===== src/rtl/window_min_max_pkg.sv =====
// Shared types and width helpers for the windowed min/max stage.
package window_min_max_pkg;

  typedef enum logic [1:0] {
    IDLE  = 2'd0,
    ACCUM = 2'd1,
    DONE  = 2'd2
  } state_t;

  function automatic int count_width(input int window);
    return $clog2(window + 1);
  endfunction

  // Index of a sample within the window; never narrower than one bit.
  function automatic int idx_width(input int window);
    return (window > 1) ? $clog2(window) : 1;
  endfunction

endpackage


===== src/rtl/window_min_max_if.sv =====
// Sample-in / result-out handshake bundle for window_min_max.
// MINMAX_INDEX_EN adds the first-occurrence index outputs.
interface window_min_max_if
  import window_min_max_pkg::*;
#(
  parameter int N      = 8,
  parameter int WINDOW = 4
);
  localparam int IDX_W = idx_width(WINDOW);

  logic [N-1:0] in_data;
  logic         in_valid;
  logic         in_ready;
  logic         clear;
  logic [N-1:0] out_min;
  logic [N-1:0] out_max;
  logic         out_valid;
  logic         out_ready;
`ifdef MINMAX_INDEX_EN
  logic [IDX_W-1:0] out_min_idx;
  logic [IDX_W-1:0] out_max_idx;

  modport master (
    output in_data, in_valid, clear, out_ready,
    input  in_ready, out_min, out_max, out_valid, out_min_idx, out_max_idx
  );
  modport slave (
    input  in_data, in_valid, clear, out_ready,
    output in_ready, out_min, out_max, out_valid, out_min_idx, out_max_idx
  );
`else
  modport master (
    output in_data, in_valid, clear, out_ready,
    input  in_ready, out_min, out_max, out_valid
  );
  modport slave (
    input  in_data, in_valid, clear, out_ready,
    output in_ready, out_min, out_max, out_valid
  );
`endif

endinterface


===== src/rtl/less_than.sv =====
// Unsigned comparator: out = (a < b), taken from the borrow of a - b.
module less_than #(
  parameter int N = 8
) (
  input  logic [N-1:0] a,
  input  logic [N-1:0] b,
  output logic [N-1:0] sum,
  output logic         out
);
  logic [N:0] diff;

  assign diff = {1'b0, a} - {1'b0, b};
  assign sum  = diff[N-1:0];
  assign out  = diff[N];

endmodule


===== src/rtl/window_min_max.sv =====
// Tracks min/max over each window of WINDOW samples and holds the result until consumed.
// Optional MINMAX_INDEX_EN also reports the first-occurrence position of min and max.
module window_min_max
  import window_min_max_pkg::*;
#(
  parameter int N      = 8,
  parameter int WINDOW = 4
) (
  input  logic             clk,
  input  logic             rst_n,
  window_min_max_if.slave  bus
);
  localparam int CNT_W = count_width(WINDOW);
  localparam int IDX_W = idx_width(WINDOW);
  localparam logic [CNT_W-1:0] LAST = CNT_W'(WINDOW - 1);

  state_t           state, state_next;
  logic [CNT_W-1:0] count, count_next;
  logic [N-1:0]     min_r, min_next, max_r, max_next;
  logic [N-1:0]     out_min_r, out_min_next, out_max_r, out_max_next;
  logic             min_lt, max_lt, accept;
  logic [N-1:0]     upd_min, upd_max;

  less_than #(.N(N)) lt_min (.a(bus.in_data), .b(min_r), .sum(), .out(min_lt));
  less_than #(.N(N)) lt_max (.a(max_r), .b(bus.in_data), .sum(), .out(max_lt));

  assign bus.in_ready  = (state != DONE);
  assign bus.out_valid = (state == DONE);
  assign bus.out_min   = out_min_r;
  assign bus.out_max   = out_max_r;

  // clear wins over a simultaneous offer; in DONE in_ready is already low.
  assign accept  = bus.in_valid && bus.in_ready && !bus.clear;
  assign upd_min = min_lt ? bus.in_data : min_r;
  assign upd_max = max_lt ? bus.in_data : max_r;

`ifdef MINMAX_INDEX_EN
  logic [IDX_W-1:0] min_idx, min_idx_next, max_idx, max_idx_next;
  logic [IDX_W-1:0] out_min_idx_r, out_min_idx_next, out_max_idx_r, out_max_idx_next;
  logic [IDX_W-1:0] upd_min_idx, upd_max_idx;

  assign upd_min_idx     = min_lt ? IDX_W'(count) : min_idx;
  assign upd_max_idx     = max_lt ? IDX_W'(count) : max_idx;
  assign bus.out_min_idx = out_min_idx_r;
  assign bus.out_max_idx = out_max_idx_r;
`endif

  // NOTE: every next-value gets a default before the case so no path leaves it unassigned (no latch).
  always_comb begin
    state_next   = state;
    count_next   = count;
    min_next     = min_r;
    max_next     = max_r;
    out_min_next = out_min_r;
    out_max_next = out_max_r;
`ifdef MINMAX_INDEX_EN
    min_idx_next     = min_idx;
    max_idx_next     = max_idx;
    out_min_idx_next = out_min_idx_r;
    out_max_idx_next = out_max_idx_r;
`endif
    unique case (state)
      IDLE: begin
        if (bus.clear) begin
          count_next = '0;
        end else if (accept) begin
          min_next   = bus.in_data;
          max_next   = bus.in_data;
          count_next = CNT_W'(1);
`ifdef MINMAX_INDEX_EN
          min_idx_next = '0;
          max_idx_next = '0;
`endif
          if (WINDOW == 1) begin
            state_next   = DONE;
            out_min_next = bus.in_data;
            out_max_next = bus.in_data;
`ifdef MINMAX_INDEX_EN
            out_min_idx_next = '0;
            out_max_idx_next = '0;
`endif
          end else begin
            state_next = ACCUM;
          end
        end
      end
      ACCUM: begin
        if (bus.clear) begin
          state_next = IDLE;
          count_next = '0;
        end else if (accept) begin
          min_next   = upd_min;
          max_next   = upd_max;
          count_next = count + CNT_W'(1);
`ifdef MINMAX_INDEX_EN
          min_idx_next = upd_min_idx;
          max_idx_next = upd_max_idx;
`endif
          if (count == LAST) begin
            state_next   = DONE;
            out_min_next = upd_min;
            out_max_next = upd_max;
`ifdef MINMAX_INDEX_EN
            out_min_idx_next = upd_min_idx;
            out_max_idx_next = upd_max_idx;
`endif
          end
        end
      end
      DONE: begin
        if (bus.out_ready) begin
          state_next = IDLE;
          count_next = '0;
        end
      end
      default: begin
        state_next = IDLE;
        count_next = '0;
      end
    endcase
  end

  // NOTE: registers use non-blocking assignments so every flop samples pre-edge values.
  always_ff @(posedge clk) begin
    if (!rst_n) begin
      state     <= IDLE;
      count     <= '0;
      min_r     <= '0;
      max_r     <= '0;
      out_min_r <= '0;
      out_max_r <= '0;
`ifdef MINMAX_INDEX_EN
      min_idx       <= '0;
      max_idx       <= '0;
      out_min_idx_r <= '0;
      out_max_idx_r <= '0;
`endif
    end else begin
      state     <= state_next;
      count     <= count_next;
      min_r     <= min_next;
      max_r     <= max_next;
      out_min_r <= out_min_next;
      out_max_r <= out_max_next;
`ifdef MINMAX_INDEX_EN
      min_idx       <= min_idx_next;
      max_idx       <= max_idx_next;
      out_min_idx_r <= out_min_idx_next;
      out_max_idx_r <= out_max_idx_next;
`endif
    end
  end

endmodule


===== src/flat_wrapper.sv =====
// flat-port wrapper written by rule: the top's interface ports become plain ports
module window_min_max_flat import window_min_max_pkg::*;
#(
  parameter int N      = 8,
  parameter int WINDOW = 4
)
  (clk, rst_n, bus_in_data, bus_in_valid, bus_clear, bus_out_ready, bus_in_ready, bus_out_min, bus_out_max, bus_out_valid);
  window_min_max_if #(.N(N), .WINDOW(WINDOW)) bus_i ();
  input  logic clk;
  input  logic rst_n;
  input wire logic [$bits(bus_i.in_data)-1:0] bus_in_data;
  input wire logic [$bits(bus_i.in_valid)-1:0] bus_in_valid;
  input wire logic [$bits(bus_i.clear)-1:0] bus_clear;
  input wire logic [$bits(bus_i.out_ready)-1:0] bus_out_ready;
  output wire logic [$bits(bus_i.in_ready)-1:0] bus_in_ready;
  output wire logic [$bits(bus_i.out_min)-1:0] bus_out_min;
  output wire logic [$bits(bus_i.out_max)-1:0] bus_out_max;
  output wire logic [$bits(bus_i.out_valid)-1:0] bus_out_valid;
  assign bus_i.in_data = bus_in_data;
  assign bus_i.in_valid = bus_in_valid;
  assign bus_i.clear = bus_clear;
  assign bus_i.out_ready = bus_out_ready;
  assign bus_in_ready = bus_i.in_ready;
  assign bus_out_min = bus_i.out_min;
  assign bus_out_max = bus_i.out_max;
  assign bus_out_valid = bus_i.out_valid;
  window_min_max #(.N(N), .WINDOW(WINDOW)) u_core (.clk(clk), .rst_n(rst_n), .bus(bus_i));
endmodule

===== config.mk =====
export PLATFORM = sky130hd
export DESIGN_NAME = window_min_max_flat
export DESIGN_NICKNAME = d
export VERILOG_FILES = /design/src/rtl/window_min_max_pkg.sv /design/src/rtl/window_min_max_if.sv /design/src/rtl/less_than.sv /design/src/rtl/window_min_max.sv /design/src/flat_wrapper.sv
export SDC_FILE = /design/constraint.sdc
export NUM_CORES = 1
export LEC_CHECK = 0
export ABC_AREA = 1
export BUFFER_PORTS_ARGS = -buffer_cell sky130_fd_sc_hd__buf_2
export CAP_MARGIN = 20
export CORE_MARGIN = 3
export CORE_UTILIZATION = 33
export DETAILED_ROUTE_END_ITERATION = 12
export GPL_ROUTABILITY_DRIVEN = 1
export SLEW_MARGIN = 20
export SYNTH_ARGS = -nofsm -noshare
export SYNTH_HDL_FRONTEND = slang
export SYNTH_SLANG_ARGS = --single-unit

===== constraint.sdc =====
create_clock -name clk -period 4.3 [get_ports clk]
set_input_delay 0.43 -clock clk [delete_from_list [all_inputs] [get_ports clk]]
set_output_delay 0.43 -clock clk [all_outputs]
set_load 0.03 [all_outputs]

-- Yosys cells after proc, flatten, opt, wreduce, memory -nomap -nowiden
Index checks and enable logic that the tools add are counted.
- register bits: 37
- latch bits: 0
- bits in writable memories: 0
- ROM bits: 0
- bits of input ports: 13
- output and inout port bits: 18
- word-level logic and storage cells: 54
- memories: 0
- $add $sub $neg: 3
- multipliers: 0
- div/mod/pow operators: 0
- magnitude comparators: 0
- equality and inequality tests: 12
- shift operators: 0
- multiplexer cells: 23
- bitwise gates (word level): 1
- reductions and logical operators: 9
- operators by type and width (kind ; count):
    8-bit two-way mux ; 8
    8-bit case mux with 2 select lines ; 2
    8-bit by 8-bit subtractor with 9-bit output ; 2
    3-bit two-way mux ; 5
    2-bit two-way mux ; 6
    5-bit AND reduction ; 2
    3-bit by 2-bit != test with 1-bit output (second input constant) ; 3
    3-bit case mux with 3 select lines ; 1
    2-bit != test (second input constant) ; 4
    2-bit case mux with 3 select lines ; 1
    2-bit by 1-bit != test with 1-bit output (second input constant) ; 2
    4-bit AND reduction ; 1
    3-bit by 1-bit adder with 3-bit output (second input constant) ; 1
    3-bit by 2-bit == test with 1-bit output (second input constant) ; 1
    3-bit AND reduction ; 1
    2-bit by 1-bit == test with 1-bit output (second input constant) ; 1
    2-bit == test (second input constant) ; 1
    1-bit logical AND ; 2
    2-bit zero test ; 1
    2-bit nonzero test ; 1
    1-bit zero test ; 1
    1-bit NOT ; 1

-- Logic depth before layout (Yosys ltp)
- depth after elaboration: 6
- gate-level depth with buffers: 13
- mapped depth without buffers: 13

-- By module
From an unflattened synthesis, not the netlist that was laid out.
- cell total of the unflattened synthesis: 491
- area, all modules: 2837.7 sq um
- by module, submodules not included (module ; times used ; cells each ; area an instance (sq um) ; sequential area each (sq um)):
    window_min_max ; 1 ; 343 ; 2025.7 ; 740.7
    less_than (u_core.lt_min) ; 1 ; 77 ; 411.6 ; 0.0
    less_than (u_core.lt_max) ; 1 ; 71 ; 400.4 ; 0.0

-- Worst setup path before layout
OpenSTA, ideal clock, no wires.
- kind: register to register
- start: register u_core.state[1]
- end: register u_core.count[2]
- library setup time: 0.070 ns
- arrival time: 1.690 ns
- data required time: 4.230 ns
- slack: 2.540 ns
- stages on the path, launching flop included: 9
- buffers on the path: 0
- period minus slack after synthesis: 1.760 ns
- path through: dfxtp_1 -> inv_1 -> nor2_1 -> inv_1 -> nor2_1 -> inv_1 -> nand2_1 -> o21ai_0 -> a21oi_1
- elaborated cells on any way between the ends: 11
- classes of those cells: eq/ne (6); mux (1); reduce/logical (4)
- RTL lines (element ; RTL line ; RTL):
    start, declared ; window_min_max.sv:17 ; state_t state, state_next;
    start signal, assigned ; window_min_max.sv:139 ; state <= state_next;
    2-bit == test * ; -- ;
    via bus_out_valid ; flat_wrapper.sv:18 ; output wire logic [$bits(bus_i.out_valid)-1:0] bus_out_valid;
    2-bit != test (no line) ; -- ;
    3-bit AND reduction (no line) ; -- ;
    end signal, assigned ; window_min_max.sv:140 ; count <= count_next;
    end, declared ; window_min_max.sv:18 ; logic [CNT_W-1:0] count, count_next;
Mark *: on every way through the listed nets, which the timed path passes. The rest lies on a longest branch.
A chain may end at the register's enable or synchronous reset.

-- Worst setup path after layout
- start: register u_core.max_r[7]
- end: register u_core.max_r[3]
- longest elaborated chain between the ends: 5
- ends and longest elaborated chain (element ; RTL line ; RTL):
    start, declared ; window_min_max.sv:19 ; logic [N-1:0] min_r, min_next, max_r, max_next;
    start signal, assigned ; window_min_max.sv:142 ; max_r <= max_next;
    8-bit by 8-bit subtractor with 9-bit output ; less_than.sv:12 ; assign diff = {1'b0, a} - {1'b0, b};
    8-bit two-way mux ; window_min_max.sv:35 ; assign upd_max = max_lt ? bus.in_data : max_r;
    8-bit two-way mux ; window_min_max.sv:91 ; end else if (accept) begin
    8-bit two-way mux ; window_min_max.sv:88 ; if (bus.clear) begin
    8-bit case mux with 2 select lines ; window_min_max.sv:62 ; unique case (state)
Every way passes these cells. The select of a mux whose other input is x is not followed.

==> results.md <==
* Max-cap violations at 0
* Ys Warns at 0
* Met1 wire length at 2.59 mm
* Cts repair resizes at 0
* DRC viols at 0
* Reg-to-reg startpoint: u_core.max_r[7]
* CTS Root Cell: clkbuf_8
* Critical Path, Cell by Cell: ha_1, nand2_1, inv_1, nor2_1, o21a_1, nand2_1, nand2_1, nand3_1, a21oi_1
* Status: complete, no violations
* DIE AREA at 7740 um^2
* Filler cell count at 706
* Req. time, crit path at 4.53 ns
* Critical Path Start: u_core.max_r[7]
* Hold Fails Final Rpt at 0
* Final ANT Viol Nets at 0
* GPL Wtd Cong at 0.859
* I/O pin total at 31
* Largest stage delay, worst path at 0.39 ns
* Final setup viols at 0
* Kind of critical path: reg2reg
* Internal power at 635 uW
* Gate power share at 16.8%
* CTS H-tree depth at 2
* Post-route minimum period at 1.87 ns
* Setup repair bufs after CTS at 0
* Share of cells above drive strength 1 at 12.8%
* EDFF count, synth at 0
* CTS max path bufs at 2
* Post-route setup TNS at 0 ns
* Max Clk Rate at 535 MHz
* Top cells by area, synth: dfxtp_1, nand2_1, ha_1
* Area Growth Syn to Fin at 15.1%
* Max Clock Skew at 0.00972 ns
* Vias per cell at 4.85
* Hold Path Class: in2reg
* Unrepaired setup endpoints after global routing: false
* Fin crit share at 43.5%
* Total power at 881 uW
* Mapped Area at 2220 um^2
* Cell count after synthesis at 347
* Buf/Inv on CP at 1
* CP max-delay cell: dfxtp_1
* Net Count, Synth at 376
* Core area at 6420 um^2
* Crit path DAT at 2.10 ns
* Number of global-route vias before repair at 2070
* R2R setup slack at 2.43 ns
* DRT iter0 DRCs at 91
* Crit end category: register
* Synth cell types at 22
* Antenna violations before repair at 0
* R2R depth at 9
* Metal3 WL at 289 um
* Worst setup path endpoint: u_core.max_r[3]
* Reg2reg end: u_core.max_r[3]
* Largest net degree at the start of global routing at 34
* Multi-input combinational cell area at 1200 um^2
* Synth Register Bits at 37
* Met2 WL at 2.68 mm
* Delay-heaviest family, CP: simple AND/OR/NAND/NOR gates
* Die W at 88.0 um
* Most frequent CP cell: nand2_1
* Buffers on Ports at 30
* Leakage at 1.34 nW
* Clk pwr share at 42.0%
* Uppermost layer routed: met4
* CTS tree: built
* Top FF cell, synth: dfxtp_1
* Share of synthesized flip-flops with an asynchronous set or reset at 0%
* Detailed placement HPWL at 4.10 mm
* Sw Ratio at 27.9%
* Total wire length at 5.62 mm
* Vias at 2192
* ANT cells at 0
* Post-synthesis sequential area ratio at 33.4%
* Sequential Area at 741 um^2
* First-pass iteration count of the detailed router at 4
* Critical Path Stages at 9
* Syn avg cell area at 6.39 um^2
* Post-synth top area cell: dfxtp_1
* Clock-pin slew on the worst setup and hold paths at 0.08 ns
* Maximum vdd drop at 0.000195 V
* Pwr per Cell Area at 345 nW/um^2
* First-pass GRT wire length at 9.61 mm
* Clock sink count at 37
* Worst-Skew Late Latency at 0.29 ns
* Chip height at 88.0 um
* Count leader, synth: nand2_1
* Drt wl/cell at 12.4 um
* Synth cell count leaders: nand2_1, inv_1, nor2_1
* Std cell rows at 29
* Gr ovfl total at 0
* Final net count at 403
* Startpoint Class: register
* Seq pwr share at 41.2%
* Gr usage total at 15.9%
* Slew margin rel. at 49.5%
* Yosys top cell area share at 33.4%
* Max Slew Vio Count at 0
* Sw power at 246 uW
* Initial core utilization at 34.5%
* Hold-fix buffers, CTS at 0
* CTS buffer count at 5
* Worst-Margin Slew at 0.756 ns
* CP max FO at 9
[worst min-delay path by stage]
stage	startpoint	endpoint	slack, ns	cells after the start
floorplan	u_core.count[2]	u_core.count[2]	0.43	2
global placement	u_core.count[2]	u_core.count[2]	0.46	2
detailed placement	u_core.count[2]	u_core.count[2]	0.46	2
CTS	bus_in_valid	u_core.state[0]	0.44	3
global route	bus_in_valid	u_core.state[0]	0.46	3
finish	bus_in_valid	u_core.state[0]	0.44	3
[routing by layer]
layer	track usage, %	vias up
li1	-	1142
met1	20.4	985
met2	26.4	54
met3	3.20	11
met4	5.44	0
met5	0	-
[per-stage QoR]
step	utilization, %	setup slack [ns]	hold slack (ns)	area, um^2	instances
2_1_floorplan	-	2.54	0.433	2220	347
3_3_place_gp	37.3	2.17	0.455	2400	443
3_5_place_dp	37.4	2.19	0.458	2400	443
4_1_cts	39.5	2.18	0.440	2540	451
5_1_grt	39.7	2.22	0.458	2550	452
6_report	39.7	2.43	0.441	2550	452
[power groups by stage]
stage                     Combinational (mW)  Sequential [mW]  Clock [mW]
after detailed placement               0.148            0.371           0
after global placement                 0.146            0.371           0
after CTS                              0.148            0.363       0.377
after global routing                   0.173            0.365       0.396
after floorplan                        0.109            0.368           0
final                                  0.148            0.363       0.370
[registers in the layout, summed over array words and instances, names as in the netlist]
register / count
u_core.min_r: 8
u_core.count: 3
u_core.bus.out_min: 8
u_core.max_r: 8
u_core.state: 2
u_core.bus.out_max: 8
[worst reg2reg max path, cell delays in order (launching register included)]
cell and delay (ns):
dfxtp_1 0.39, ha_1 0.26, nand2_1 0.06, inv_1 0.03, nor2_1 0.07, o21a_1 0.31
nand2_1 0.26, nand2_1 0.14, nand3_1 0.11, a21oi_1 0.18
[cell families after synthesis]
family / share of synthesized area [%]
adder cells (fa/ha/maj): 9.02
buffers and inverters: 12.5
AND/OR/NAND/NOR: 32.7
flip-flops: 33.4
AO/OA/AOI/OAI: 12.4
[cell usage in the layout (no fill, tap or decap), types with 2 or more instances in the layout]
| cell type | instances |
|---|---|
| nor2_1 | 41 |
| clkbuf_8 | 5 |
| nor3_1 | 2 |
| o21ai_0 | 17 |
| nand3_1 | 34 |
| dfxtp_1 | 37 |
| nor2_2 | 2 |
| nand2_2 | 3 |
| inv_2 | 2 |
| inv_1 | 53 |
| o21a_1 | 2 |
| buf_2 | 30 |
| nand2_1 | 89 |
| a21oi_1 | 34 |
| ha_1 | 16 |
| bufinv_16 | 2 |
[layout make-up]
| cell class | instances | share of cell area, % |
|---|---|---|
| Clock buffer | 5 | 2.70 |
| Timing Repair Buffer | 31 | 6.47 |
| Clock inverter | 3 | 2.70 |
| Tap cell | 77 | 3.77 |
| Sequential cell | 37 | 29.0 |
| Inverter | 56 | 8.24 |
| Multi-Input combinational cell | 243 | 47.1 |
Power figures use the tool's default switching activity.
